[config.mk]
export PLATFORM = sky130hd
export DESIGN_NAME = mem_arbiter
export DESIGN_NICKNAME = d
export VERILOG_FILES = /design/src/rtl/mem_arbiter.sv
export SDC_FILE = /design/constraint.sdc
export NUM_CORES = 1
export LEC_CHECK = 0
export CAP_MARGIN = 25
export CORE_ASPECT_RATIO = 0.5
export CORE_MARGIN = 2
export CORE_UTILIZATION = 25
export DETAILED_ROUTE_END_ITERATION = 7
export PLACE_DENSITY_LB_ADDON = 0.2
export SETUP_SLACK_MARGIN = 0.02
export SLEW_MARGIN = 20
export SYNTH_ARGS = -nofsm -noshare
export SYNTH_HDL_FRONTEND = slang
export SYNTH_SLANG_ARGS = --single-unit
[constraint.sdc]
create_clock -name clk -period 5 [get_ports clk]
set_input_delay 1 -clock clk [delete_from_list [all_inputs] [get_ports clk]]
set_output_delay 1 -clock clk [all_outputs]
set_load 0.02 [all_outputs]
[src/rtl/mem_arbiter.sv]
// rtl/mem_arbiter.sv - two-port (fetch/data) arbiter onto a single shared memory port
module mem_arbiter #(
    parameter int ADDR_W     = 32,
    parameter int DATA_W     = 32,
    parameter int LATENCY    = 1,
    parameter int STARVE_MAX = 4
) (
    input  logic              clk,
    input  logic              reset,
    input  logic              if_req,
    input  logic [ADDR_W-1:0] if_addr,
    output logic              if_ready,
    output logic [DATA_W-1:0] if_rdata,
    input  logic              dm_req,
    input  logic              dm_we,
    input  logic [ADDR_W-1:0] dm_addr,
    input  logic [DATA_W-1:0] dm_wdata,
    output logic              dm_ready,
    output logic [DATA_W-1:0] dm_rdata,
    output logic              mem_en,
    output logic              mem_we,
    output logic [ADDR_W-1:0] mem_addr,
    output logic [DATA_W-1:0] mem_wdata,
    input  logic [DATA_W-1:0] mem_rdata,
    output logic              busy,
    output logic              grant_dm
);

    localparam logic [1:0] S_IDLE  = 2'd0;
    localparam logic [1:0] S_ISSUE = 2'd1;
    localparam logic [1:0] S_WAIT  = 2'd2;
    localparam logic [1:0] S_RESP  = 2'd3;

    localparam int              SW         = (STARVE_MAX < 1) ? 1 : $clog2(STARVE_MAX + 1);
    localparam logic [SW-1:0]   STARVE_LIM = SW'(STARVE_MAX);
    localparam logic [2:0]      LAT_INIT   = 3'(LATENCY);

    logic [1:0]        state_q, state_d;
    logic              mem_en_q, mem_en_d;
    logic              mem_we_q, mem_we_d;
    logic [ADDR_W-1:0] mem_addr_q, mem_addr_d;
    logic [DATA_W-1:0] mem_wdata_q, mem_wdata_d;
    logic              if_ready_q, if_ready_d;
    logic              dm_ready_q, dm_ready_d;
    logic [DATA_W-1:0] if_rdata_q, if_rdata_d;
    logic [DATA_W-1:0] dm_rdata_q, dm_rdata_d;
    logic              busy_q, busy_d;
    logic              grant_dm_q, grant_dm_d;
    logic [SW-1:0]     starve_q, starve_d;
    logic [2:0]        lat_q, lat_d;
    logic              pick_dm;

    // Data port has priority until the fetch port has been passed over STARVE_MAX times.
    assign pick_dm = dm_req && !(if_req && (starve_q == STARVE_LIM));

    always_comb begin
        state_d     = state_q;
        mem_en_d    = 1'b0;
        mem_we_d    = mem_we_q;
        mem_addr_d  = mem_addr_q;
        mem_wdata_d = mem_wdata_q;
        if_ready_d  = 1'b0;
        dm_ready_d  = 1'b0;
        if_rdata_d  = if_rdata_q;
        dm_rdata_d  = dm_rdata_q;
        grant_dm_d  = grant_dm_q;
        starve_d    = starve_q;
        lat_d       = lat_q;

        case (state_q)
            S_IDLE: begin
                if (if_req || dm_req) begin
                    state_d    = S_ISSUE;
                    mem_en_d   = 1'b1;
                    grant_dm_d = pick_dm;
                    if (pick_dm) begin
                        mem_we_d    = dm_we;
                        mem_addr_d  = dm_addr;
                        mem_wdata_d = dm_wdata;
                        if (!if_req) begin
                            starve_d = '0;
                        end else if (starve_q != STARVE_LIM) begin
                            starve_d = starve_q + SW'(1);
                        end
                    end else begin
                        mem_we_d   = 1'b0;
                        mem_addr_d = if_addr;
                        starve_d   = '0;
                    end
                end
            end
            S_ISSUE: begin
                if (mem_we_q) begin
                    state_d    = S_RESP;
                    dm_ready_d = grant_dm_q;
                    if_ready_d = !grant_dm_q;
                end else begin
                    state_d = S_WAIT;
                    lat_d   = LAT_INIT;
                end
            end
            S_WAIT: begin
                // lat_q == 1 marks the cycle in which mem_rdata is valid.
                if (lat_q <= 3'd1) begin
                    state_d = S_RESP;
                    lat_d   = 3'd0;
                    if (grant_dm_q) begin
                        dm_rdata_d = mem_rdata;
                        dm_ready_d = 1'b1;
                    end else begin
                        if_rdata_d = mem_rdata;
                        if_ready_d = 1'b1;
                    end
                end else begin
                    lat_d = lat_q - 3'd1;
                end
            end
            default: begin
                state_d = S_IDLE;
            end
        endcase

        busy_d = (state_d != S_IDLE);
    end

    always_ff @(posedge clk or posedge reset) begin
        if (reset) begin
            state_q     <= S_IDLE;
            mem_en_q    <= 1'b0;
            mem_we_q    <= 1'b0;
            mem_addr_q  <= '0;
            mem_wdata_q <= '0;
            if_ready_q  <= 1'b0;
            dm_ready_q  <= 1'b0;
            if_rdata_q  <= '0;
            dm_rdata_q  <= '0;
            busy_q      <= 1'b0;
            grant_dm_q  <= 1'b0;
            starve_q    <= '0;
            lat_q       <= 3'd0;
        end else begin
            state_q     <= state_d;
            mem_en_q    <= mem_en_d;
            mem_we_q    <= mem_we_d;
            mem_addr_q  <= mem_addr_d;
            mem_wdata_q <= mem_wdata_d;
            if_ready_q  <= if_ready_d;
            dm_ready_q  <= dm_ready_d;
            if_rdata_q  <= if_rdata_d;
            dm_rdata_q  <= dm_rdata_d;
            busy_q      <= busy_d;
            grant_dm_q  <= grant_dm_d;
            starve_q    <= starve_d;
            lat_q       <= lat_d;
        end
    end

    assign mem_en    = mem_en_q;
    assign mem_we    = mem_we_q;
    assign mem_addr  = mem_addr_q;
    assign mem_wdata = mem_wdata_q;
    assign if_ready  = if_ready_q;
    assign dm_ready  = dm_ready_q;
    assign if_rdata  = if_rdata_q;
    assign dm_rdata  = dm_rdata_q;
    assign busy      = busy_q;
    assign grant_dm  = grant_dm_q;

endmodule

# Word-level counts from Yosys, hierarchy flattened
# Index checks and enable logic that the tools add are counted.
# classes
addsub	2
n_lt_le_gt_ge	1
n_eq_ne	6
n_mux	22
bitwise	1
n_reduce_logical	14
# op_table
cell	count
2-to-1 mux 32 bit	1
2-to-1 mux 3 bit	5
AND reduction 3 bit	4
2-to-1 mux 1 bit	10
case mux 2 bit (3 select lines)	1
case mux 3 bit (2 select lines)	1
2-to-1 mux 2 bit	2
case mux 1 bit (2 select lines)	2
AND reduction 2 bit	2
nonzero test 2 bit	2
adder 3 x 1 -> 3 bit, second input constant	1
equality test 3 bit, second input constant	1
less-or-equal comparator 3 x 1 -> 1 bit, second input constant	1
!= test 3 x 2 -> 1 bit, second input constant	1
!= test 3 bit, second input constant	1
subtractor 3 x 1 -> 3 bit, second input constant	1
equality test 2 x 1 -> 1 bit, second input constant	1
equality test 2 bit, second input constant	1
logical AND 1 bit	2
logical NOT 1 bit	2
logical NOT 2 bit	1
!= test 2 bit, second input constant	1
logical OR 1 bit	1
inverter 1 bit	1
# totals
ff_bits	142
inputBits	133
output_inout_bits	134

# Logic depth before layout (Yosys ltp)
# depth
word_depth	6
ltp_mapped	7

# Least setup slack after synthesis
# Ideal clock, no wire load.
# synth_path
path_kind	input to register
startpoint	in dm_req
endpoint	reg mem_addr_q[10] (netlist: mem_addr[10])
arrival_time_ns	1.888
required_time_ns	4.862
setup_slack_ns	2.974
path_stages	6
path_buffers	2
cell_sequence	buf_2 o21ai_2 inv_2 buf_1 nand2_1 o211ai_1
# synth_between
elab_chain_cells	2
word_cells_on_any_way	4
cone_classes	mux: 1; reduce/logical: 3
# synth_rtl
element	line_no	text
start, declared	14	input logic dm_req,
logical AND 1 bit or logical OR 1 bit (tied branches)	54, 72	
2-to-1 mux 32 bit or AND reduction 2 bit (tied branches)	n/a	
end signal, assigned	145	mem_addr_q <= mem_addr_d;
end, declared	41	logic [ADDR_W-1:0] mem_addr_q, mem_addr_d;
# Several ways; a longest one is shown, not always the timed one.
# A chain may end at the register's enable or synchronous reset.

# Worst setup path in the final report
# layout_path
startpoint	in if_req
endpoint	reg mem_addr_q[29] (netlist: mem_addr[29])
# layout_between
elab_chain_cells	4
word_cells_on_any_way	6
cone_classes	mux: 1; reduce/logical: 5
# layout_rtl
element	line_no	text
start, declared	10	input logic if_req,
logical AND 1 bit	54	assign pick_dm = dm_req && !(if_req && (starve_q == STARVE_LIM));
logical NOT 1 bit	54	
logical AND 1 bit	54	
2-to-1 mux 32 bit	76	if (pick_dm) begin
# Several ways; a longest one is shown, not always the timed one.

==> results.sh <==
export IMPL_outcome="complete, no violations"
export IMPL_drv_cap=0
export IMPL_final_cell_mix="266 x clkdlybuf4s50_1, 142 x dfrtp_1, 69 x nand2_1"
export IMPL_cp_start_kind="input pin"
export IMPL_antennaDiodeCount=0
export IMPL_clk_latency_ns=0.43
export IMPL_path_common_cell="buf_4"
export IMPL_cts_root_buffer="clkbuf_16"
export IMPL_arrival_ns=3.06
export IMPL_place_gp_congestion=0.740
export IMPL_yosysWarnings=0
export IMPL_cp_max_fo=34
export IMPL_finalMaxSlewViolations=0
export IMPL_leakagePower_uw=0.00397
export IMPL_path_buf_inv=3
export IMPL_period_share=0.551
export IMPL_syn_inst=459
export IMPL_grt_usage=0.144
export IMPL_grt_overflow_total=0
export IMPL_firstDrtPassIters=4
export IMPL_post_route_min_period_ns=2.76
export IMPL_post_place_ws_ns=1.55
export IMPL_core_area_mm2=0.0238
export IMPL_final_layout_size_suffix_gt1_frac=0.193
export IMPL_relSlewSlack=0.551
export IMPL_numPortBuffers=266
export IMPL_cts_buffers=17
export IMPL_hp_start="if_rdata[25]$_DFFE_PP0P_"
export IMPL_hold_viol=0
export IMPL_vdd_drop_max_mv=0.284
export IMPL_synth_seq_area_share=0.589
export IMPL_crit_family="buffers and inverters"
export IMPL_powerDensity_mw_per_mm2=710
export IMPL_criticalPathCategory="in -> reg"
export IMPL_area_delta_synth_final_pct=60.5
export IMPL_fin_setup_tns_ns=0
export IMPL_crit_path_end_kind="register"
export IMPL_skew_ns=0.00740
export IMPL_rsz0062_at_grt="false"
export IMPL_synth_area_top_cells="dfrtp_1 59%, mux2_2 12%, mux2_4 7.2%"
export IMPL_fmax_mhz=363
export IMPL_synth_seq_cells=142
export IMPL_syn_nets=600
export IMPL_die_h_um=114
export IMPL_initial_core_util=0.253
export IMPL_drt_iter0_drc=213
export IMPL_drc_errors=0
export IMPL_final_common_cell="clkdlybuf4s50_1"
export IMPL_cts_sinks=142
export IMPL_synth_top_area_frac=0.589
export IMPL_ys_flop_type="dfrtp_1"
export IMPL_synth_distinct_cells=38
export IMPL_path_cells="clkdlybuf4s50_1 -> nand3_2 -> buf_4 -> and2_1 -> buf_4 -> o211ai_1"
export IMPL_routedWlPerCell_um=16.9
export IMPL_avgSynthCellArea_um2=13.1
export IMPL_crit_path_start="if_req"
export IMPL_grt_pass1_wl_um=27800
export IMPL_ctsResizeCount=0
export IMPL_synth_top_area_cell="dfrtp_1"
export IMPL_met2_length_um=9210
export IMPL_required_ns=5.30
export IMPL_crit_path_top_delay_cell="clkdlybuf4s50_1"
export IMPL_dpl_hpwl_um=12300
export IMPL_setup_ws_ns=2.24
export IMPL_hold_worst_slack_ns=0.483
export IMPL_setup_viol=0
export IMPL_clk_path_buf_depth=2
export IMPL_synth_edff_count=0
export IMPL_die_x_um=224
export IMPL_synthesis_area_mm2=0.00603
export IMPL_grt_pass1_vias=4959
export IMPL_via_count=4610
export IMPL_die_area_mm2=0.0254
export IMPL_m1WireLength_um=7570
export IMPL_worst_pin_slew_ns=0.673
export IMPL_slowest_delay_ns=0.52
export IMPL_dr_max_layer_used="met4"
export IMPL_ctsHoldBuffers=0
export IMPL_wl_met3_um=629
export IMPL_antenna_found_initial=0
export IMPL_grt_max_degree=74
export IMPL_htree_num_levels=4
export IMPL_io_pins=267
export IMPL_drt_vias_per_instance=4.39
export IMPL_num_rows=40
export IMPL_r2r_start="starve_q[0]$_DFFE_PP0P_"
export IMPL_final_nets=864
export IMPL_ant_nets=0
export IMPL_fin_util=0.406
export IMPL_cts_setup_buffers=0
export IMPL_cts_tree="built"
export IMPL_clkTransAtPathRegs_ns=0.06
export IMPL_hold_path_class="reg -> reg"
export IMPL_wl_um=17700
export IMPL_async_flop_share=1.00
==> path summary, 6_finish.rpt <==
kind	endpoint	slack [ns]	depth (start not counted)
min reg2reg	if_rdata[25]$_DFFE_PP0P_	0.48	1
max reg2reg	mem_addr[29]$_DFFE_PP0P_	2.70	7
min in group asynchronous	mem_wdata[19]$_DFFE_PP0P_	0.96	2
max	mem_addr[29]$_DFFE_PP0P_	2.24	6
max in group asynchronous	mem_wdata[17]$_DFFE_PP0P_	2.88	4
min	if_rdata[25]$_DFFE_PP0P_	0.48	1
==> cell usage after synthesis (all sizes together) (2+ instances only) <==
cell type,count
o21ai,6
nand3,2
inv,11
o21bai,2
and3,2
nand2,69
dfrtp,142
nor3,2
ha,8
nand2b,2
nand4,34
buf,13
mux2,96
clkbuf,18
o211ai,32
nor2,2
o22ai,4
==> sequential cells by signal, indices dropped and copies added, names as in the netlist, 2 cells and up <==
register and count:
mem_addr 32, state_q 2, mem_wdata 32, if_rdata 32, lat_q 3, starve_q 3
dm_rdata 32
==> metrics by stage <==
step                      power [uW]  std cells  instance area, um^2
after floorplan                 3970        459                 6030
after global placement          5490       1016                 8980
after detailed placement        5550       1018                 9020
after CTS                       6980       1048                 9660
after global routing            7270       1049                 9680
final                           6870       1049                 9680
==> per-layer routing <==
| metal | vias to the layer above | global-route usage |
|---|---|---|
| li1 | 2171 | - |
| met5 | - | 0 |
| met1 | 2327 | 0.170 |
| met4 | 0 | 0.0529 |
| met2 | 93 | 0.250 |
| met3 | 19 | 0.0456 |
==> cell type report <==
| class | count | area (um^2) |
|---|---|---|
| clock buffer | 19 | 443 |
| clock inverter | 11 | 191 |
| fill | 2288 | 14100 |
| inverter | 11 | 46.3 |
| multi-input combinational | 275 | 2270 |
| sequential | 142 | 3550 |
| tap | 315 | 394 |
| timing repair buffer | 276 | 2780 |
==> logic make-up after synthesis <==
group           Yosys count  share of synthesized area
compound gates           55                     0.0668
fa+ha+maj                 8                     0.0166
buf+inv                  42                     0.0359
flops                   142                      0.589
mux                      96                      0.197
simple gates            116                     0.0938
==> where the power goes <==
part	total (uW)	switching [uW]	internal [uW]
Sequential	2060	317	1740
Combinational	3430	1660	1770
Clock	1390	496	891
Power figures use the tool's default switching activity.
